--- config.mk ---
export PLATFORM = sky130hd
export DESIGN_NAME = fir_decim_fifo_flat
export DESIGN_NICKNAME = d
export VERILOG_FILES = /design/src/rtl/fir_pkg.sv /design/src/rtl/fir_decim_fifo_if.sv /design/src/rtl/fir_sfifo.sv /design/src/rtl/fir_decim_fifo.sv /design/src/flat_wrapper.sv
export SDC_FILE = /design/constraint.sdc
export NUM_CORES = 1
export LEC_CHECK = 0
export ABC_AREA = 1
export CAP_MARGIN = 20
export CORE_ASPECT_RATIO = 0.75
export CORE_MARGIN = 3
export CORE_UTILIZATION = 40
export CTS_CLUSTER_DIAMETER = 30
export DETAILED_ROUTE_END_ITERATION = 16
export GPL_TIMING_DRIVEN = 0
export REMOVE_ABC_BUFFERS = 1
export SLEW_MARGIN = 20
export SYNTH_ARGS = -nofsm -noshare
export SYNTH_HDL_FRONTEND = slang
export SYNTH_SLANG_ARGS = --single-unit
export TNS_END_PERCENT = 50
--- constraint.sdc ---
create_clock -name CLK -period 2.71 [get_ports CLK]
set_input_delay 0.271 -clock CLK [delete_from_list [all_inputs] [get_ports CLK]]
set_output_delay 0.271 -clock CLK [all_outputs]
set_load 0.03 [all_outputs]
--- src/rtl/fir_pkg.sv ---
// Shared defaults, sample type and phase encoding for the decimating FIR output stage.
package fir_pkg;

  localparam int DEF_IN_WIDTH  = 19;
  localparam int DEF_OUT_WIDTH = 16;
  localparam int DEF_DECIM     = 4;
  localparam int DEF_DEPTH     = 8;
  localparam int DEF_WARMUP    = 12;

  typedef logic [DEF_OUT_WIDTH-1:0] sample_t;

  typedef enum logic {
    PH_WARMUP = 1'b0,
    PH_RUN    = 1'b1
  } phase_t;

  // Counter width for a modulus n, never narrower than one bit.
  function automatic int cnt_width(input int n);
    return (n > 1) ? $clog2(n) : 1;
  endfunction

endpackage

--- src/rtl/fir_decim_fifo_if.sv ---
// Valid/ready sample stream delivered by the decimating FIR output stage.
interface fir_decim_fifo_if;
  import fir_pkg::*;

  sample_t m_data;
  logic    m_valid;
  logic    m_ready;

  modport master (output m_data, output m_valid, input m_ready);
  modport slave  (input m_data, input m_valid, output m_ready);

endinterface

--- src/rtl/fir_sfifo.sv ---
// Synchronous FIFO with an exact occupancy counter; a pop frees the slot a same-cycle push may use.
module fir_sfifo
  import fir_pkg::*;
#(
  parameter int WIDTH = DEF_OUT_WIDTH,
  parameter int DEPTH = DEF_DEPTH
) (
  input  logic                     i_clk,
  input  logic                     i_rst_n,
  input  logic                     i_push,
  input  logic                     i_pop,
  input  logic [WIDTH-1:0]         i_data,
  output logic [WIDTH-1:0]         o_data,
  output logic                     o_full,
  output logic                     o_empty,
  output logic [$clog2(DEPTH):0]   o_level
);

  localparam int AW = $clog2(DEPTH);
  localparam logic [AW:0] LVL_FULL = (AW+1)'(DEPTH);

  logic [WIDTH-1:0] r_mem [DEPTH];
  logic [AW-1:0]    r_wr_ptr;
  logic [AW-1:0]    r_rd_ptr;
  logic [AW:0]      r_level;
  logic             w_do_push;
  logic             w_do_pop;

  assign o_full    = (r_level == LVL_FULL);
  assign o_empty   = (r_level == {(AW+1){1'b0}});
  assign w_do_pop  = i_pop && !o_empty;
  assign w_do_push = i_push && (!o_full || w_do_pop);

  // Storage and pointers; power-of-two depth makes the pointer wrap free.
  always_ff @(posedge i_clk or negedge i_rst_n) begin
    if (!i_rst_n) begin
      for (int i = 0; i < DEPTH; i++) begin
        r_mem[i] <= {WIDTH{1'b0}};
      end
      r_wr_ptr <= {AW{1'b0}};
      r_rd_ptr <= {AW{1'b0}};
    end else begin
      if (w_do_push) begin
        r_mem[r_wr_ptr] <= i_data;
        r_wr_ptr        <= r_wr_ptr + AW'(1);
      end
      if (w_do_pop) begin
        r_rd_ptr <= r_rd_ptr + AW'(1);
      end
    end
  end

  always_ff @(posedge i_clk or negedge i_rst_n) begin
    if (!i_rst_n) begin
      r_level <= {(AW+1){1'b0}};
    end else begin
      case ({w_do_push, w_do_pop})
        2'b10:   r_level <= r_level + (AW+1)'(1);
        2'b01:   r_level <= r_level - (AW+1)'(1);
        default: r_level <= r_level;
      endcase
    end
  end

  assign o_data  = r_mem[r_rd_ptr];
  assign o_level = r_level;

endmodule

--- src/rtl/fir_decim_fifo.sv ---
// Discards filter warm-up results, keeps one of every DECIM words, clamps it and queues it
// for a valid/ready consumer, tracking dropped samples and clamp events.
module fir_decim_fifo
  import fir_pkg::*;
#(
  parameter int IN_WIDTH  = DEF_IN_WIDTH,
  parameter int OUT_WIDTH = DEF_OUT_WIDTH,
  parameter int DECIM     = DEF_DECIM,
  parameter int DEPTH     = DEF_DEPTH,
  parameter int WARMUP    = DEF_WARMUP
) (
  input  logic                     CLK,
  input  logic                     rst,
  input  logic [IN_WIDTH-1:0]      fir_data,
  fir_decim_fifo_if.master         m_if,
  output logic [$clog2(DEPTH):0]   level,
  output logic [7:0]               ovf_cnt,
  output logic                     sat_flag,
  input  logic                     clr_stat
);

  localparam int WCW = cnt_width(WARMUP + 1);
  localparam int DCW = cnt_width(DECIM);
  localparam int LW  = $clog2(DEPTH) + 1;

  phase_t               r_phase;
  phase_t               w_phase_nxt;
  logic [WCW-1:0]       r_warm_cnt;
  logic [DCW-1:0]       r_dec_cnt;
  logic                 w_strobe;
  logic                 w_over;
  logic                 w_pop;
  logic                 w_drop;
  logic                 w_full;
  logic                 w_empty;
  logic [OUT_WIDTH-1:0] w_sample;
  logic [OUT_WIDTH-1:0] w_fifo_data;
  logic [LW-1:0]        w_level;

  always_ff @(posedge CLK or negedge rst) begin
    if (!rst) begin
      r_phase <= PH_WARMUP;
    end else begin
      r_phase <= w_phase_nxt;
    end
  end

  // Leave warm-up after the WARMUP-th input word; only a reset returns here.
  always_comb begin
    w_phase_nxt = r_phase;
    case (r_phase)
      PH_WARMUP: begin
        if (r_warm_cnt == WCW'(WARMUP - 1)) begin
          w_phase_nxt = PH_RUN;
        end else begin
          w_phase_nxt = PH_WARMUP;
        end
      end
      PH_RUN:  w_phase_nxt = PH_RUN;
      default: w_phase_nxt = PH_WARMUP;
    endcase
  end

  always_ff @(posedge CLK or negedge rst) begin
    if (!rst) begin
      r_warm_cnt <= {WCW{1'b0}};
    end else if (r_phase == PH_WARMUP) begin
      r_warm_cnt <= r_warm_cnt + WCW'(1);
    end else begin
      r_warm_cnt <= r_warm_cnt;
    end
  end

  always_ff @(posedge CLK or negedge rst) begin
    if (!rst) begin
      r_dec_cnt <= {DCW{1'b0}};
    end else if (w_strobe) begin
      r_dec_cnt <= {DCW{1'b0}};
    end else if (r_phase == PH_RUN) begin
      r_dec_cnt <= r_dec_cnt + DCW'(1);
    end else begin
      r_dec_cnt <= r_dec_cnt;
    end
  end

  assign w_strobe = (r_phase == PH_RUN) && (r_dec_cnt == DCW'(DECIM - 1));
  assign w_over   = |fir_data[IN_WIDTH-1:OUT_WIDTH];
  assign w_sample = w_over ? {OUT_WIDTH{1'b1}} : fir_data[OUT_WIDTH-1:0];
  assign w_pop    = !w_empty && m_if.m_ready;
  assign w_drop   = w_strobe && w_full && !w_pop;

  fir_sfifo #(
    .WIDTH (OUT_WIDTH),
    .DEPTH (DEPTH)
  ) u_fifo (
    .i_clk   (CLK),
    .i_rst_n (rst),
    .i_push  (w_strobe),
    .i_pop   (w_pop),
    .i_data  (w_sample),
    .o_data  (w_fifo_data),
    .o_full  (w_full),
    .o_empty (w_empty),
    .o_level (w_level)
  );

  assign m_if.m_data  = w_fifo_data;
  assign m_if.m_valid = !w_empty;
  assign level        = w_level;

  // A drop in the clearing cycle counts as the first event after the clear.
  always_ff @(posedge CLK or negedge rst) begin
    if (!rst) begin
      ovf_cnt <= 8'd0;
    end else if (w_drop) begin
      if (clr_stat) begin
        ovf_cnt <= 8'd1;
      end else if (ovf_cnt == 8'd255) begin
        ovf_cnt <= ovf_cnt;
      end else begin
        ovf_cnt <= ovf_cnt + 8'd1;
      end
    end else if (clr_stat) begin
      ovf_cnt <= 8'd0;
    end else begin
      ovf_cnt <= ovf_cnt;
    end
  end

  always_ff @(posedge CLK or negedge rst) begin
    if (!rst) begin
      sat_flag <= 1'b0;
    end else if (w_strobe && w_over) begin
      sat_flag <= 1'b1;
    end else if (clr_stat) begin
      sat_flag <= 1'b0;
    end else begin
      sat_flag <= sat_flag;
    end
  end

endmodule

--- src/flat_wrapper.sv ---
// flat-port wrapper written by rule: the top's interface ports become plain ports
module fir_decim_fifo_flat import fir_pkg::*;
#(
  parameter int IN_WIDTH  = DEF_IN_WIDTH,
  parameter int OUT_WIDTH = DEF_OUT_WIDTH,
  parameter int DECIM     = DEF_DECIM,
  parameter int DEPTH     = DEF_DEPTH,
  parameter int WARMUP    = DEF_WARMUP
)
  (CLK, rst, fir_data, level, ovf_cnt, sat_flag, clr_stat, m_if_m_data, m_if_m_valid, m_if_m_ready);
  fir_decim_fifo_if m_if_i ();
  input  logic CLK;
  input  logic rst;
  input  logic [IN_WIDTH-1:0] fir_data;
  output logic [$clog2(DEPTH):0] level;
  output logic [7:0] ovf_cnt;
  output logic sat_flag;
  input  logic clr_stat;
  output wire logic [$bits(m_if_i.m_data)-1:0] m_if_m_data;
  output wire logic [$bits(m_if_i.m_valid)-1:0] m_if_m_valid;
  input wire logic [$bits(m_if_i.m_ready)-1:0] m_if_m_ready;
  assign m_if_m_data = m_if_i.m_data;
  assign m_if_m_valid = m_if_i.m_valid;
  assign m_if_i.m_ready = m_if_m_ready;
  fir_decim_fifo #(.IN_WIDTH(IN_WIDTH), .OUT_WIDTH(OUT_WIDTH), .DECIM(DECIM), .DEPTH(DEPTH), .WARMUP(WARMUP)) u_core (.CLK(CLK), .rst(rst), .fir_data(fir_data), .m_if(m_if_i), .level(level), .ovf_cnt(ovf_cnt), .sat_flag(sat_flag), .clr_stat(clr_stat));
endmodule
Word level (Yosys, flattened, before mapping)
Cells that the tools add are included.
Word-level totals
  logic and storage cells: 73
  input port bits: 23
  flip-flop bits (word level): 154
  bits in latches: 0
  bits in read-only memories: 0
  memories: 0
  output and inout bits: 30
  bits in writable memories: 0
Cells by class
  bitwise logic cells: 3
  reductions and logical operators: 19
  div/mod/pow operators: 0
  mux-type cells: 18
  equality and inequality tests: 7
  order comparisons: 3
  $mul: 0
  shift operators: 0
  add/subtract/negate cells: 7
Operators with widths (count)
  128-bit bitwise mux: 1
  16-bit 2-to-1 mux: 4
  16-bit binary-select mux with 3-bit select: 1
  16-bit demux with 3-bit select: 1
  8-bit 2-to-1 mux: 4
  4-bit by 1-bit adder with 4-bit output, second input constant: 2
  8-bit by 1-bit adder with 8-bit output, second input constant: 1
  4-bit == test, second input constant: 2
  8-bit == test, second input constant: 1
  4-bit >= comparator, second input constant: 2
  1-bit logical AND: 8
  3-bit inverter with 4-bit output: 2
  4-bit one-hot mux with 2 select lines: 1
  2-bit nonzero test: 4
  3-bit by 1-bit adder with 3-bit output, second input constant: 2
  2-bit == test, second input constant: 2
  4-bit logical NOT: 1
  4-bit by 1-bit less-than comparator with 1-bit output, second input constant: 1
  2-bit 2-to-1 mux: 2
  4-bit by 1-bit subtractor with 4-bit output, second input constant: 1
  1-bit logical NOT: 3
  1-bit 2-to-1 mux: 3
  3-bit OR reduction: 1
  2-bit by 1-bit adder with 2-bit output, second input constant: 1
  other kinds (6): 6

Logic depth before layout (Yosys ltp)
  word-level depth: 8
  gate-level depth with buffers: 11

Cells and area by module
Synthesis repeated with hierarchy kept, for this count alone.
Unflattened totals
  cell total of the unflattened synthesis: 1097
  area, all modules: 8399.3 um2
Modules (own cells, without submodules)
  fir_sfifo: area each 7402.1 um2, instances 1, sequential area each 3453.3 um2, cells each 965
  fir_decim_fifo: area each 997.2 um2, instances 1, sequential area each 400.4 um2, cells each 132

Worst setup path after synthesis
Ideal clock, no wire load.
  path type: reg-to-reg
  start point: register u_core.u_fifo.r_level[0], in the netlist u_core.u_fifo.o_level[0]
  end point: register u_core.u_fifo.r_level[2], in the netlist u_core.u_fifo.o_level[2]
  arrival: 1911 ps
  clock period less this slack: 1988 ps
  required time: 2633 ps
  setup slack: 722 ps
  stages on the path, launching flop included: 12
  cells stage by stage: dfrtp_1 > nor2_1 > nand2_2 > nand3_2 > nand2_1 > nand2_1 > inv_1 > ha_1 > or2_1 > nor2_1 > nor2_1 > a21oi_1
On the way
  word-level cells in the longest chain between the ends: 8
  elaborated cells on any way between the ends: 14
  those cells by class: add/sub (2); eq/ne (3); mux (1); reduce/logical (8)
Ends and longest elaborated chain
  from (decl): RTL line fir_sfifo.sv:25  | logic [AW:0] r_level;
  from (signal assigned): RTL line fir_sfifo.sv:55  | r_level <= {(AW+1){1'b0}};
  from (signal assigned): RTL line fir_sfifo.sv:58  | 2'b10: r_level <= r_level + (AW+1)'(1);
  from (signal assigned): RTL line fir_sfifo.sv:59  | 2'b01: r_level <= r_level - (AW+1)'(1);
  4-bit logical NOT *: RTL line fir_sfifo.sv:30  | assign o_empty = (r_level == {(AW+1){1'b0}});
  1-bit logical NOT *
  net m_if_m_valid: RTL line flat_wrapper.sv:20  | output wire logic [$bits(m_if_i.m_valid)-1:0] m_if_m_valid;
  1-bit logical AND: RTL line fir_decim_fifo.sv:89  | assign w_pop = !w_empty && m_if.m_ready;
  1-bit logical AND *: RTL line fir_sfifo.sv:31  | assign w_do_pop = i_pop && !o_empty;
  1-bit logical OR: RTL line fir_sfifo.sv:32  | assign w_do_push = i_push && (!o_full || w_do_pop);
  1-bit logical AND: RTL line fir_sfifo.sv:32
  2-bit by 1-bit == test with 1-bit output or 2-bit == test (tied branches): RTL line fir_sfifo.sv:57  | case ({w_do_push, w_do_pop})
  4-bit one-hot mux with 2 select lines or 2-bit nonzero test (tied branches)
Mark *: on every way through the listed nets, which the timed path passes. The rest lies on a longest branch.
A chain may end at the register's enable or synchronous reset.

Worst setup path after layout
  start point: register u_core.u_fifo.r_rd_ptr[0]
  end point: output port m_if_m_data[7]
On the way
  word-level cells in the longest chain between the ends: 4
Ends and longest elaborated chain
  from (decl): RTL line fir_sfifo.sv:24  | logic [AW-1:0] r_rd_ptr;
  from (signal assigned): RTL line fir_sfifo.sv:41  | r_rd_ptr <= {AW{1'b0}};
  from (signal assigned): RTL line fir_sfifo.sv:48  | r_rd_ptr <= r_rd_ptr + AW'(1);
  3-bit inverter with 4-bit output (implied by the code): RTL line fir_sfifo.sv:65  | assign o_data = r_mem[r_rd_ptr];
  16-bit binary-select mux with 3-bit select: RTL line fir_sfifo.sv:65
  16-bit 2-to-1 mux (implied by the code) (2 in series): RTL line fir_sfifo.sv:65
  to (decl): RTL line flat_wrapper.sv:19  | output wire logic [$bits(m_if_i.m_data)-1:0] m_if_m_data;
No other way between the ends. The select of a mux whose other input is x is not followed.

==> impl_metrics.csv <==
group,metric,value,unit
logic_synthesis,post_synth_instance_area,0.00723,mm^2
logic_synthesis,synth_edf_count,0,
timing,maxSlewViolCount,0,
timing,layout_min_cycle_time,2.57,ns
clocking,cts.path.max_buffers,2,
logic_synthesis,synth.largest_area_cell,"sky130_fd_sc_hd__dfrtp_1",
placed_design,place.port_buffers,52,
logic_synthesis,yosysMostFrequentCell,"sky130_fd_sc_hd__nand2_1",
routing,routed_wire_length_per_instance,15.9,um
timing,clock.fmax,0.389,GHz
timing,worst_pin_slew,0.737,ns
worst_setup_path,worstPathArrival,2.30,ns
timing,setup_viol,0,
grt,grtUsageMet3,4.55,%
worst_setup_path,worst_path_top_cell_family_by_delay,"buffers and inverters",
routing,detail-route-antenna-nets,0,
grt,globalRouteMet2Util,30.2,%
routing,wl,17700,um
placed_design,hpwlAfterDp,9510,um
logic_synthesis,top_post_synthesis_cells_by_count,"sky130_fd_sc_hd__nand2_1 (161), sky130_fd_sc_hd__dfrtp_1 (154), sky130_fd_sc_hd__nor2_1 (131)",
routing,drt_pass1_iterations,5,
worst_setup_path,timing.critical_path.buf_inv,2,
run,max_cap_viol_count,0,
clocking,numCtsBuffers,17,
clocking,cts.sink_count,154,
worst_setup_path,critical_path.cell_chain,"inv_16, o21ai_0, o22ai_1, nor2_1, a31oi_1, dlygate4sd1_1",
die,coreArea,0.0173,mm^2
grt,grt_util_all_layers,19.2,%
worst_setup_path,timing_worst_setup_path_type,"flip-flop to output port",
routing,detail_route.drc_violations,0,
clocking,htree_levels,4,
clocking,clk_pin_slew_worst_setup_hold_paths,0.06,ns
pwr,static-leakage-power,3.88,nW
outcome,run_status,"complete, no violations",
die,effective_utilization_at_floorplan,41.8,%
die,die_width,161,um
timing,hold_viol_final,0,
timing,clock_skew,0.00996,ns
worst_setup_path,timing.critical_path.fanout_max,65,
routing,num_vias,5692,
die,placementRows,41,
timing,rsz_0062_raised_after_global_routing,"false",
timing,timing.max_slew.rel_slack,50.7,%
logic_synthesis,synth_flop_cell,"sky130_fd_sc_hd__dfrtp_1",
worst_setup_path,timing.critical_path.from_type,"flip-flop",
worst_setup_path,worst_setup_path_end_kind,"output port",
grt,first_global_vias,5523,
clocking,clock_latency,0.42,ns
final_layout,synthToLayoutAreaGrowth,17.4,%
final_layout,final_core_util,49.1,%
grt,grt_first_pass_wirelength,29500,um
clocking,cts-root-buf,"sky130_fd_sc_hd__clkbuf_16",
grt,grt_busiest_layer,"met2",
grt,gr-usage-met1,27.0,%
logic_synthesis,flip_flop_and_latch_count_after_synthesis,154,
worst_setup_path,crit_start,"u_core.u_fifo.r_rd_ptr[0]",
timing,worst_hold_slack,0.460,ns
pwr,power_density,1240,mW/mm^2
worst_setup_path,critical_path.reg2reg.startpoint,"u_core.r_dec_cnt[0]",
final_layout,multi_input_area,0.00295,mm^2
final_layout,final.fill_count,1720,
logic_synthesis,synth-seq-area-share,53.3,%
logic_synthesis,yosys_warnings,0,
die,die-area,0.0197,mm^2
timing,totalNegativeSetupSlack,0,ns
clocking,cts_tree,"built",
final_layout,num-nets-final,889,
worst_setup_path,cpMaxStageDelayCell,"sky130_fd_sc_hd__dfrtp_4",
placed_design,gp_congestion,0.765,
grt,grt_antenna_before_repair,0,
timing,layout_worst_path_cycle_share,94.9,%
die,io-pin-count,53,
routing,detailedRoute.firstIterationViolations,385,
grt,overflow,0,
final_layout,fraction_of_layout_cells_with_a_size_suffix_above_1,9.28,%
worst_setup_path,worstPathRequired,2.44,ns
logic_synthesis,synth_area_per_cell,8.75,um^2
logic_synthesis,netlist.area_leader.share,53.3,%
worst_setup_path,cpPeakStageDelay,0.59,ns
final_layout,antennaDiodeCount,0,
logic_synthesis,yosys.cell_types.count,39,
pwr,irDropWorstVdd,0.515,mV
min_path,holdCritPathClass,"input port to asynchronous set/reset pin",
logic_synthesis,synth_top_cells_by_area,"sky130_fd_sc_hd__dfrtp_1 (53%), sky130_fd_sc_hd__nand2_1 (8.4%), sky130_fd_sc_hd__o21ai_0 (6.9%)",
logic_synthesis,netlist_instances,826,
final_layout,ff_latch_area,0.00386,mm^2
die,floorplan.die.height,122,um
routing,via_per_inst,5.13,
logic_synthesis,synth_async_reset_ratio,100,%
grt,grt_start_max_net_pins,88,
cell usage in the layout, fill, tap and decap left out, types with 8 or more instances in the layout:
| cell | count |
|---|---|
| sky130_fd_sc_hd__a31oi_1 | 16 |
| sky130_fd_sc_hd__clkbuf_16 | 17 |
| sky130_fd_sc_hd__clkdlybuf4s50_1 | 35 |
| sky130_fd_sc_hd__dfrtp_1 | 152 |
| sky130_fd_sc_hd__dlygate4sd2_1 | 13 |
| sky130_fd_sc_hd__inv_1 | 20 |
| sky130_fd_sc_hd__nand2_1 | 161 |
| sky130_fd_sc_hd__nand3_1 | 8 |
| sky130_fd_sc_hd__nor2_1 | 131 |
| sky130_fd_sc_hd__o21ai_0 | 99 |
| sky130_fd_sc_hd__o21ai_1 | 97 |
| sky130_fd_sc_hd__o22ai_1 | 16 |
layout make-up:
class | count | area share (%)
Inverter | 25 | 1.39
Clock buffer | 21 | 5.42
Timing Repair Buffer | 66 | 8.10
Clock inverter | 11 | 1.41
Tap cell | 236 | 3.48
Sequential cell | 154 | 45.5
Multi-Input combinational cell | 596 | 34.7
where the power goes:
| group | internal, mW | switching, mW | leakage, nW | total (mW) |
|---|---|---|---|---|
| sequential | 3.32 | 0.673 | 1.77 | 4.00 |
| clock | 1.40 | 0.941 | 0.279 | 2.34 |
| combinational | 1.58 | 2.61 | 1.83 | 4.18 |
| total | 6.30 | 4.22 | 3.88 | 10.5 |
state kept, by name (all words and copies together) (netlist names):
register / count
u_core.u_fifo.r_mem: 128
u_core.ovf_cnt: 8
u_core.r_warm_cnt: 4
u_core.u_fifo.o_level: 4
u_core.u_fifo.r_rd_ptr: 3
u_core.u_fifo.r_wr_ptr: 3
u_core.r_dec_cnt: 2
u_core.r_phase: 1
u_core.sat_flag: 1
final timing paths:
check | endpoint | slack [ns] | cells past startpoint
max | m_if_m_data[7] | 0.14 | 6
min | u_core.u_fifo.r_mem[100] | 0.46 | 2
max reg2reg | u_core.u_fifo.r_mem[109] | 0.60 | 8
min reg2reg | u_core.r_dec_cnt[0] | 0.47 | 1
max in group asynchronous | u_core.u_fifo.r_rd_ptr[1] | 1.45 | 3
min in group CLK | u_core.r_dec_cnt[0] | 0.47 | 1
timing repair:
action | 4_1_cts | 5_1_grt
endpoints found under the hold margin | 86 | 0
resized for setup | 23 | 5
setup endpoints to repair | 16 | 8
hold buffers | 1 | 0
pin swaps | 0 | 0
buffers inserted | 10 | 0
cells by family after synthesis:
kind of cell             count (synthesis)  synth area share, %
XOR/XNOR                                 9                 1.09
AND/OR/NAND/NOR                        335                 20.4
flip-flops                             154                 53.3
adder cells (fa/ha/maj)                  6                 1.04
buffers and inverters                   76                 6.07
AO/OA/AOI/OAI                          246                 18.1
per-layer routing:
metal / up-vias / share of wire [%]
li1: 2853 / -
met1: 2701 / 51
met2: 119 / 44
met3: 19 / 4.0
met4: 0 / 0.97
met5: - / 0
stage by stage:
stage / power [mW] / instances / instance area, um^2 / setup slack, ns
3_5_place_dp: 8.07 / 1066 / 7760 / -0.680
2_1_floorplan: 6.65 / 775 / 6890 / -0.00604
5_1_grt: 11.4 / 1109 / 8490 / 0.00349
4_1_cts: 10.6 / 1109 / 8480 / 0.00502
3_3_place_gp: 8.04 / 1063 / 7700 / -5.12
6_report: 10.5 / 1109 / 8490 / 0.137
worst reg2reg max path, stage by stage, from the launching register on:
cell and delay [ns]:
sky130_fd_sc_hd__dfrtp_1 0.37, sky130_fd_sc_hd__ha_1 0.16, sky130_fd_sc_hd__nand2_2 0.10, sky130_fd_sc_hd__inv_2 0.10, sky130_fd_sc_hd__nand2_2 0.07, sky130_fd_sc_hd__inv_2 0.30
sky130_fd_sc_hd__nand4_4 0.57, sky130_fd_sc_hd__nand2_1 0.25, sky130_fd_sc_hd__o21ai_2 0.07
Power figures use the tool's default switching activity.
==> edit, RTL diff (same settings) <==
Set the package constant `DEF_DECIM` to 8 (it was 4).
--- a/src/rtl/fir_pkg.sv
+++ b/src/rtl/fir_pkg.sv
@@ -5,3 +5,3 @@
   localparam int DEF_OUT_WIDTH = 16;
-  localparam int DEF_DECIM     = 4;
+  localparam int DEF_DECIM     = 8;
   localparam int DEF_DEPTH     = 8;
Behaviour: same outputs for any inputs over 10 cycles, from zero or initial values and one cycle with rst low; that may be too few to reach the edited logic, so the function may still have changed.
==> edit against the unedited design <==
- routed wire length increased by 3.2%
- final area increased by 1.2%
- worst setup slack got worse by 28 ps
- area after synthesis increased by 2.3%
- maximum frequency decreased by 1.1%
- total power decreased by 9.5%
- critical path depth increased by 1
- first-iteration DRC count increased by 40%
- core utilization decreased by 1.0 points
- sequential cell count increased by 1
- largest power group is now sequential cells
==> edit: results (changes against the unedited design) <==
worst-margin pin slew 1079 ps (was 736.8 ps); top cells by area, synth dfrtp_1 52%, nand2_1 12%, o21ai_0 10% (was dfrtp_1 53%, nand2_1 8.4%, o21ai_0 6.9%); CP top delay family buffers and inverters (unchanged); slack of the worst reg-to-reg path 500 ps (was 600 ps); clk_lat worst skew 430 ps; post-synthesis sequential area ratio 52.45% (was 53.30%); status finished, final reports clean (unchanged); clk buf depth 2 (unchanged); slowest cell on the critical path dfrtp_4 (unchanged); VDD IR-drop max 0.8730 mV (was 0.5152 mV); port bufs 52 (unchanged); first-pass GRT wire length 29,790 um (was 29,500 um); fill count 1,794 (was 1,720); total CTS buffers 17 (unchanged); drt pass-1 iters 5 (unchanged); largest net degree at the start of global routing 97 (was 88); worst-case reg-to-reg path depth 8 (unchanged); final WL 18,250 um (was 17,680 um); Pleak 4.058 nW (was 3.879 nW); Top FF cell, synth dfrtp_1 (unchanged); via/cell ratio 5.073 (was 5.133); most frequent cells after synthesis 234 x nand2_1, 155 x dfrtp_1, 150 x o21ai_0, 105 x nor2_1, 48 x o21ai_1 (was 161 x nand2_1, 154 x dfrtp_1, 131 x nor2_1, 99 x o21ai_0, 97 x o21ai_1); layout cell share with drive strength beyond 1 8.913% (was 9.278%); Clock Skews 8.895 ps (was 9.956 ps); Async SR Flop Fraction 100.0% (unchanged); placed insts 1,126 (was 1,066); initial antenna violation count 0 (unchanged); RePlAce Congestion 0.8380 (was 0.7648); number of global-route vias before repair 5,592 (was 5,523); CTS Root Cell clkbuf_16 (unchanged); Syn Area/Cell 8.384 sq um (was 8.754 sq um); crit-path max cell delay 580 ps; Hold Crit Class in -> async (unchanged); biggest registers after layout u_core.u_fifo.r_mem: 128 flops, u_core.ovf_cnt: 8 flops (unchanged); htree depth 4 (unchanged); crit path DAT 2330 ps (was 2300 ps); YS warnings 0 (unchanged); n_diodes 0 (unchanged); critical path peak fanout 48 (was 65); Distinct cells, synth 33 (was 39); Iteration-0 DRC Markers 538 (was 385); gr ovfl total 0 (unchanged); clock transition at the registers of the reported paths 70 ps; Detailed Place HPWL 9806 um (was 9507 um); nets 937 (was 889); Global Route Usage Sum 18.87% (was 19.19%); Finished Layout Cells 1,162 (was 1,109)
-- edit: cell types whose count changed after synthesis, sizes merged, moves of 2 or more --
cell    before  now
nand2      166  247
nor2       140  115
o22ai       16    0
a21oi        6   20
nand3       10   21
buf         31   37
clkbuf      20   15
nand4       14    9
o21ai      202  198
clkinv       0    2
o21a         2    0
-- edit: cell families after synthesis --
group / synth area share, %
and+or+nand+nor: 22.50
xor gates and xnor gates: 0.9476
buffers and inverters: 6.480
DFF: 52.45
AOI/OAI and AO/OA: 16.43
adders and majority gates: 1.184
-- edit: worst paths after layout --
path,end,startpoint
setup / recovery,m_if_m_data[4],u_core.u_fifo.r_rd_ptr[0]
min in group CLK,u_core.u_fifo.r_mem[29],u_core.u_fifo.r_mem[29]
setup reg to reg,u_core.u_fifo.r_mem[60],u_core.r_dec_cnt[0]
hold / removal,u_core.u_fifo.r_mem[76],rst
hold reg to reg,u_core.u_fifo.r_mem[29],u_core.u_fifo.r_mem[29]
max in group asynchronous,u_core.u_fifo.r_rd_ptr[0],rst
-- edit: routing by layer --
metal,routed length [um],part of all wire [%],GRT usage [%],up-vias
li1,-,-,-,2969
met1,9218,51,27.24,2799
met2,8042,44,29.34,114
met3,820,4.5,4.056,13
met4,167,0.92,4.437,0
met5,0,0,0,-
-- edit: layout make-up --
cell class	instances	area (sq um)	share of cell area, %
inverter	26	118.9	1.384
multi-input combinational	649	3039	35.38
timing repair inverter	1	8.758	0.1020
sequential	155	3887	45.25
tap	242	302.8	3.525
clock buffer	18	439.2	5.112
clock inverter	14	193.9	2.258
timing repair buffer	57	600.6	6.991
-- edit: stage by stage --
step / setup TNS (ps) / util [%] / cell area [sq um] / hold WS (ps) / setup WS [ps]
2_1_floorplan: -5311 / - / 7014 / -24.59 / -339.1
4_1_cts: 0 / 47.96 / 8568 / 362.9 / 2.056
3_5_place_dp: -5355 / 44.22 / 7900 / 236.8 / -442.0
6_report: 0 / 48.08 / 8591 / 358.1 / 109.7
5_1_grt: -0.6279 / 48.08 / 8591 / 386.4 / -0.6279
3_3_place_gp: -842560 / 43.87 / 7838 / 460.3 / -5131
-- edit: timing repair --
| item | CTS | global route |
|---|---|---|
| endpoints found under the hold margin | 59 | 0 |
| gates cloned | 1 | 0 |
| endpoints found under the setup margin | 16 | 13 |
| hold buffers | 1 | 0 |
| buffers inserted | 0 | 2 |
| gates resized for setup | 42 | 19 |
-- edit: power by group --
| part | leakage (nW) | internal, mW | total (mW) | switching, mW |
|---|---|---|---|---|
| combinational | 1.90 | 1.21 | 3.43 | 2.22 |
| clock | 0.307 | 1.57 | 2.55 | 0.977 |
| sequential | 1.85 | 3.00 | 3.54 | 0.540 |
